===== config.mk =====
export PLATFORM = sky130hd
export DESIGN_NAME = alu_seq_loader
export DESIGN_NICKNAME = d
export VERILOG_FILES = /design/src/rtl/alu_seq_loader.sv
export SDC_FILE = /design/constraint.sdc
export NUM_CORES = 1
export LEC_CHECK = 0
export ABC_AREA = 1
export CELL_PAD_IN_SITES_DETAIL_PLACEMENT = 0
export CELL_PAD_IN_SITES_GLOBAL_PLACEMENT = 2
export CORE_AREA = 2 2 109 111
export DETAILED_ROUTE_END_ITERATION = 8
export DIE_AREA = 0 0 111 113
export PLACE_DENSITY = 0.85
export SKIP_LAST_GASP = 1
export SYNTH_ARGS = -nofsm -noshare
export SYNTH_HDL_FRONTEND = slang
export SYNTH_SLANG_ARGS = --single-unit

===== constraint.sdc =====
create_clock -name clk -period 2.1 [get_ports clk]
set_clock_uncertainty 0.05 [all_clocks]
set_input_delay 0.42 -clock clk [delete_from_list [all_inputs] [get_ports clk]]
set_output_delay 0.42 -clock clk [all_outputs]
set_load 0.01 [all_outputs]

===== src/rtl/alu_seq_loader.sv =====
// Sequential ALU: operand A, operand B and a MIPS funct opcode are loaded over one shared bus, then executed.
// Optional macro ALU_SIGNED_OVF_EN adds a registered signed-overflow flag for ADD/SUB.
module alu_seq_loader #(
    parameter int DATA_WIDTH = 8,
    parameter int OP_WIDTH   = 6
) (
    input  logic                  clk,
    input  logic                  reset,
    input  logic [DATA_WIDTH-1:0] data_in,
    input  logic                  load,
    input  logic                  clear,
    output logic [DATA_WIDTH-1:0] out,
    output logic                  carry,
    output logic                  zero,
    output logic                  error,
    output logic                  overflow,
    output logic                  done,
    output logic [1:0]            state
);

    typedef enum logic [1:0] {
        S_A    = 2'd0,
        S_B    = 2'd1,
        S_OP   = 2'd2,
        S_EXEC = 2'd3
    } state_t;

    localparam logic [OP_WIDTH-1:0] OP_ADD = OP_WIDTH'(6'b100000);
    localparam logic [OP_WIDTH-1:0] OP_SUB = OP_WIDTH'(6'b100010);
    localparam logic [OP_WIDTH-1:0] OP_AND = OP_WIDTH'(6'b100100);
    localparam logic [OP_WIDTH-1:0] OP_OR  = OP_WIDTH'(6'b100101);
    localparam logic [OP_WIDTH-1:0] OP_XOR = OP_WIDTH'(6'b100110);
    localparam logic [OP_WIDTH-1:0] OP_NOR = OP_WIDTH'(6'b100111);
    localparam logic [OP_WIDTH-1:0] OP_SRA = OP_WIDTH'(6'b000011);
    localparam logic [OP_WIDTH-1:0] OP_SRL = OP_WIDTH'(6'b000010);
    localparam logic [DATA_WIDTH-1:0] LP_W = DATA_WIDTH'(DATA_WIDTH);

    state_t                r_state;
    state_t                w_next;
    logic [DATA_WIDTH-1:0] r_num1;
    logic [DATA_WIDTH-1:0] r_num2;
    logic [OP_WIDTH-1:0]   r_opcode;
    logic [DATA_WIDTH-1:0] r_out;
    logic                  r_carry;
    logic                  r_zero;
    logic                  r_error;
    logic                  r_done;
    logic [DATA_WIDTH-1:0] w_res;
    logic                  w_carry;
    logic                  w_err;
    logic [DATA_WIDTH:0]   w_sum;

    always_ff @(posedge clk or posedge reset) begin
        if (reset) begin
            r_state <= S_A;
        end else begin
            r_state <= w_next;
        end
    end

    // clear wins over load; execution always completes once the opcode is in
    always_comb begin
        w_next = r_state;
        case (r_state)
            S_A:    if (clear) w_next = S_A;  else if (load) w_next = S_B;
            S_B:    if (clear) w_next = S_A;  else if (load) w_next = S_OP;
            S_OP:   if (clear) w_next = S_A;  else if (load) w_next = S_EXEC;
            S_EXEC: w_next = S_A;
        endcase
    end

    always_ff @(posedge clk or posedge reset) begin
        if (reset) begin
            r_num1   <= '0;
            r_num2   <= '0;
            r_opcode <= '0;
        end else if (load && !clear) begin
            case (r_state)
                S_A:     r_num1   <= data_in;
                S_B:     r_num2   <= data_in;
                S_OP:    r_opcode <= data_in[OP_WIDTH-1:0];
                default: ;
            endcase
        end
    end

    assign w_sum = {1'b0, r_num1} + {1'b0, r_num2};

    always_comb begin
        w_res   = '0;
        w_carry = 1'b0;
        w_err   = 1'b0;
        case (r_opcode)
            OP_ADD: begin
                w_res   = w_sum[DATA_WIDTH-1:0];
                w_carry = w_sum[DATA_WIDTH];
            end
            OP_SUB: begin
                w_res   = r_num1 - r_num2;
                w_carry = (r_num1 < r_num2);
            end
            OP_AND: w_res = r_num1 & r_num2;
            OP_OR:  w_res = r_num1 | r_num2;
            OP_XOR: w_res = r_num1 ^ r_num2;
            OP_NOR: w_res = ~(r_num1 | r_num2);
            OP_SRA: begin
                if (r_num2 >= LP_W) w_res = {DATA_WIDTH{r_num1[DATA_WIDTH-1]}};
                else                w_res = DATA_WIDTH'($signed(r_num1) >>> r_num2);
            end
            OP_SRL: begin
                if (r_num2 >= LP_W) w_res = '0;
                else                w_res = r_num1 >> r_num2;
            end
            default: w_err = 1'b1;
        endcase
    end

    always_ff @(posedge clk or posedge reset) begin
        if (reset) begin
            r_out   <= '0;
            r_carry <= 1'b0;
            r_zero  <= 1'b1;
            r_error <= 1'b0;
            r_done  <= 1'b0;
        end else begin
            r_done <= (r_state == S_EXEC);
            if (r_state == S_EXEC) begin
                r_out   <= w_res;
                r_carry <= w_carry;
                r_zero  <= (w_res == '0);
                r_error <= w_err;
            end
        end
    end

`ifdef ALU_SIGNED_OVF_EN
    logic w_ovf;
    logic r_ovf;

    always_comb begin
        w_ovf = 1'b0;
        if (r_opcode == OP_ADD) begin
            w_ovf = (r_num1[DATA_WIDTH-1] == r_num2[DATA_WIDTH-1]) &&
                    (w_res[DATA_WIDTH-1] != r_num1[DATA_WIDTH-1]);
        end else if (r_opcode == OP_SUB) begin
            w_ovf = (r_num1[DATA_WIDTH-1] != r_num2[DATA_WIDTH-1]) &&
                    (w_res[DATA_WIDTH-1] != r_num1[DATA_WIDTH-1]);
        end
    end

    always_ff @(posedge clk or posedge reset) begin
        if (reset) begin
            r_ovf <= 1'b0;
        end else if (r_state == S_EXEC) begin
            r_ovf <= w_ovf;
        end
    end

    assign overflow = r_ovf;
`else
    assign overflow = 1'b0;
`endif

    assign out   = r_out;
    assign carry = r_carry;
    assign zero  = r_zero;
    assign error = r_error;
    assign done  = r_done;
    assign state = r_state;

endmodule


Yosys cells after proc, flatten, opt, wreduce, memory -nomap -nowiden
Index checks and enable logic that the tools add are counted. Widths: inputs -> output; s select.

Add/subtract/negate cells: 2. Equality and inequality tests: 14. Muxes and demuxes: 12. Shift operators: 2. Reduce and logical (&&, ||, !) cells: 9. Bitwise logic cells: 4. $lt $le $gt $ge: 2.

Operators with widths (count): $pmux 8 s8 (1); $eq 6x6->1 const B (6); $mux 8 (2); $eq 6x2->1 const B (2); $mux 2 (6); $add 8x8->9 (1); $ne 3x3->1 const B (3); $and 8x8->8 (1); $ge 8x4->1 const B (1); $logic_not 8->1 (1); $lt 8x8->1 (1); $not 8->8 (1); $or 8x8->8 (1); $pmux 2 s4 (1); $reduce_or 8->1 (1); $shr 8x8->8 (1); $sshr 8x8->8 (1); $sub 8x8->8 (1); $xor 8x8->8 (1); $reduce_and 2->1 (3); $eq 2x2->1 const B (2); $reduce_and 3->1 (1); $eq 2x1->1 const B (1); $logic_not 2->1 (1); 4 further kinds (4).

Output and inout bits: 15. Word-level logic and storage cells: 54. Register bits after elaboration: 36.

Logic depth before layout (Yosys ltp)
Depth in word-level cells: 4. Gate-level depth with buffers: 17. Depth with buffers taken out: 15.

Worst setup path after synthesis
OpenSTA, ideal clock, no wires.

Path kind: reg-to-reg. From: reg r_num2[2]. To: reg r_zero, in the netlist zero. Path buffers: 2. Data arrival time: 2.107 ns. Cell stages (with the launch flop): 18. Setup slack: -0.117 ns. Cell sequence: dfrtp_1 -> buf_2 -> clkinv_1 -> ha_1 -> buf_2 -> inv_1 -> nand2_1 -> nand2_1 -> nand2_1 -> nand3_1 -> nand2_1 -> nand3_1 -> nand2_1 -> nor2_2 -> nand3_1 -> nor2_1 -> nand4_1 -> nand2_1.

Longest elaborated chain between the ends: 4.

RTL lines: from (decl) (RTL line 41) `logic [DATA_WIDTH-1:0] r_num2;`; from (signal assigned) (RTL line 80) `S_B: r_num2 <= data_in;`; $ge 8x4->1, or another cell as far along (RTL line 107, 111); $mux 8, or another cell as far along (RTL line 111) `if (r_num2 >= LP_W) w_res = '0;`; $pmux 8 s8 * (RTL line 93) `case (r_opcode)`; $logic_not 8->1 * (RTL line 130) `r_zero <= (w_res == '0);`; to (signal assigned) (RTL line 130); to (decl) (RTL line 45) `logic r_zero;`.

Every way passes the cells marked *; elsewhere a longest branch is shown, timed or not. A chain may end at the register's enable or synchronous reset.

Final worst setup path
From: reg r_num2[0]. To: reg r_zero, in the netlist zero.

Same word-level chain as after synthesis.

==> out/results.txt <==
Leaving out fill and tap cells, the most frequent cell in the layout is sky130_fd_sc_hd__nand2_1. The vertical extent of the die works out to 113 um. The mux contribution to synthesized area works out to 0.00349.

The average wire per standard cell is 15.8 um. TritonCTS built the clock tree. For the instance area at placement, the log shows 3870 um2. Relative to the synthesized area, the layout overhead comes to 32.2%. The fraction of power spent switching nets is 0.450. For the proportion of power drawn by the clock network, the log shows 0.192. For the finished layout cell area, the log shows 4270 um2. Leaving out fill and tap cells, the most frequent cells in the layout are 152 x sky130_fd_sc_hd__nand2_1, 57 x sky130_fd_sc_hd__inv_1, 46 x sky130_fd_sc_hd__nand3_1. The tools report the final hold violation count as 0.

Buffers inserted to repair hold after CTS numbered 0. The area share of xor/xnor cells in the synthesized design came out at 0. The logs give 0 for the final count of pins violating max slew and 10 ps for the reg-to-reg setup timing slack. For this run the aggregate overflow at the end of global routing stands at 0. The maximum clock path buffer count was 2; the async set or reset register ratio after synthesis was 1.00. The number of port buffers is 25, and the number of levels the H-tree was split into is 2.

The data arrival time of the critical path was 2270 ps; the post-route fraction of the period consumed by the critical path was 0.995. Clock-pin slew was measured on the worst setup and hold paths at 70 ps. The effective utilization at floorplan is 0.286.

The worst hold slack after final layout was 421 ps; the per-cell via count in the routed design was 4.95. For the number of failing setup endpoints in the final timing report, the log shows 0. Averaged over all synthesized cells, the footprint is 6.40 um2.

The launch point of the worst hold path is zero. The count of nets left with antenna violations after detail routing is 0. The die is 111 um wide. The analysis attributes to cell leakage a power of 2.06 nW. The synthesized-area fraction occupied by adder cells was 0.109; the share of power burned in combinational logic was 0.579.

The logs give 3,290 for the via count of the first global-routing pass and 5 for the number of search-and-repair iterations in the first detailed-routing pass. 0 antenna diodes ended up in the layout. Dividing total power by cell area gives a power density of 1080 nW/um2.

The count of unresolved DRC violations after routing came out at 0. The number of synthesized flops with an enable pin was 0; the max-cap check violation count was 0. The post-synthesis register bit count was 36; the combined area of all synthesized cells was 3230 um2. The count of warnings emitted by yosys was 0. The initialized floorplan defines 39 standard-cell rows. Synthesis produced 504 cells. Number of cells on the worst hold path: 2. The initial antenna violation count is 0, and the switching power summed over all nets is 2.08 mW. The relative max-transition margin is 0.652, and the number of sinks handled by clock tree synthesis is 36.

In this run, placement finished with an instance count of 696. The post-placement setup slack came out at -54.3 ps. The die outline area is 12,500 um2, and the logic depth of the worst register-to-register path is 14. The minimum clock period after layout works out to 2090 ps.

The detailed router finished its first iteration with 272 violations. The worst register-to-register path begins at r_num2[0]. The critical path goes through ha_2 > inv_2 > fa_2 > inv_2 > nand2_1 > nand3_1 > o21ai_0 > nor2_1 > nand2_1 > nor2_2 > nand3_1 > nor2_1 > nand4_1 > nand2_1.

For the clock insertion delay at the later pin of the skew report, the log shows 280 ps. The synthesized-area fraction occupied by ao, oa, aoi and oai cells came out at 0.124. In this design, the largest share of critical-path delay is due to simple AND/OR/NAND/NOR gates. Synthesis produced a netlist with a net count of 543.

Core box area: 11,300 um2. The tools report the capturing element type of the critical path as a register. The worst setup path is launched from a register. The internal portion of the total power is 2.54 mW. The total routing resource utilization after global routing is 0.177.

The path class of the lowest-slack min-delay path was reg -> reg. Share of synthesized cell area in and, or, nand and nor gates: 0.380. In this run the critical register-to-register path is captured at zero. Buffers inserted during clock tree synthesis total 5. At the pin with the least slew margin, the transition time is 521 ps. Overall routed net length: 11,300 um.

The maximum fanout along the worst path is 3. The worst-case hold path end point was zero. The critical path starts at r_num2[0].

Entering global routing, the biggest net connects 37 pins. For this run, the top clock speed supported by timing is 478 MHz. Setup repair after global routing could not meet its margin everywhere. The largest single stage delay on the critical path is 380 ps. The count of buffering cells on the critical path with inverters included was 2. The cell seen most often among critical-path stages was sky130_fd_sc_hd__nand2_1. The tree is rooted in a sky130_fd_sc_hd__clkbuf_16. In the post-route analysis, the smallest setup slack over all paths is 9.94 ps.

The sequential group share of total power was 0.229. The run finished with clean final reports. For this design, the slowest cell found on the critical path is sky130_fd_sc_hd__dfrtp_1.

The worst-case IR drop observed on VDD is 0.000501 V. The finished layout holds 711 standard cells, fillers aside. Start-to-end type of the worst setup path: reg -> reg. Wire length of the first global-routing pass: 17,500 um. The required time of the critical path is 2280 ps, and the total I/O pin count is 27. The wire-length estimate of the detail-placed layout is 9010 um. Proportion of synthesized chip area in sequential cells: 0.280. After synthesis, the netlist uses 33 different library cells.

By area, the combinational part of the netlist is dominated by simple AND/OR/NAND/NOR gates. The top flip-flop cell by instance count after synthesis was sky130_fd_sc_hd__dfrtp_1. The share of cells above drive strength 1 is 0.192, and the final RePlAce weighted congestion is 0.930. Detailed routing inserted a total of 3,518 vias. The final layout contains 606 nets.

Number of fill cells: 1,196.
logic make-up (layout without fill, tap and decap cells):
logic type,after synthesis,after routing
and+or+nand+nor,283,283
buffers and inverters,83,147
AOI/OAI and AO/OA,73,73
DFF,36,36
adders and majority gates,27,27
other,1,1
muxes,1,1
worst reg2reg max path, delay by kind of cell (launching register included):
kind,cells,cell delay [ps]
AO/OA/AOI/OAI,1,100
adder cells (fa/ha/maj),2,580
buffers and inverters,2,130
flip-flops,1,380
AND/OR/NAND/NOR,9,800
power groups by stage:
stage | clock, mW | combinational, mW | sequential [mW]
2_1_floorplan | 0 | 1.37 | 1.08
3_3_place_gp | 0 | 2.37 | 1.05
3_5_place_dp | 0 | 2.37 | 1.06
4_1_cts | 0.909 | 2.42 | 1.05
5_1_grt | 0.936 | 2.93 | 1.08
6_report | 0.890 | 2.68 | 1.06
area by class of cell:
type | instances | area [um2] | area share
clock buffers | 5 | 125 | 0.0293
clock inverters | 3 | 46.3 | 0.0109
inverters | 70 | 264 | 0.0619
multi-input cells | 385 | 2150 | 0.504
flip-flops and latches | 36 | 905 | 0.212
well taps | 143 | 179 | 0.0419
repair buffers | 69 | 597 | 0.140
worst max-delay path by stage:
stage,end,slack [ps],cells past startpoint
floorplan,zero,40,17
global route,zero,-130,14
detailed placement,out[7],-50,11
finish,zero,10,14
global placement,zero,9,14
CTS,out[7],-10,11
routing by layer:
metal / wire length [um] / GRT usage
met5: 0 / 0
met3: 532 / 0.0214
met1: 5210 / 0.240
met2: 5250 / 0.298
met4: 266 / 0.0525
per-stage QoR:
step                TNS [ps]   util  total power, mW
finish                     0  0.378             4.63
global route            -164  0.378             4.95
CTS                    -12.6  0.360             4.37
detailed placement     -95.6  0.343             3.43
global placement           0  0.343             3.42
floorplan                  0      -             2.46
state kept, by name, indices dropped and copies added (netlist names):
signal	flops
carry	1
error	1
r_num2	8
r_num1	8
zero	1
r_opcode	6
state	2
out	8
done	1
Yosys cell counts, drive strengths merged (2+ instances only):
cell type | number | area, um2
clkbuf | 4 | 15.0
fa | 2 | 40.0
nand2 | 154 | 586
a21oi | 16 | 87.6
ha | 25 | 313
nand4 | 18 | 113
nand3 | 52 | 265
nor3 | 2 | 15.0
o211ai | 5 | 37.5
inv | 69 | 259
or2 | 2 | 12.5
buf | 9 | 53.8
a31oi | 4 | 25.0
nor2 | 55 | 234
dfrtp | 35 | 876
o21ai | 44 | 220
what timing repair did:
action	CTS	global route
pin swaps	1	10
resized for setup	5	40
setup endpoints to repair	2	7
setup buffers	2	5
No activity file was read; power rests on OpenSTA's default activity.
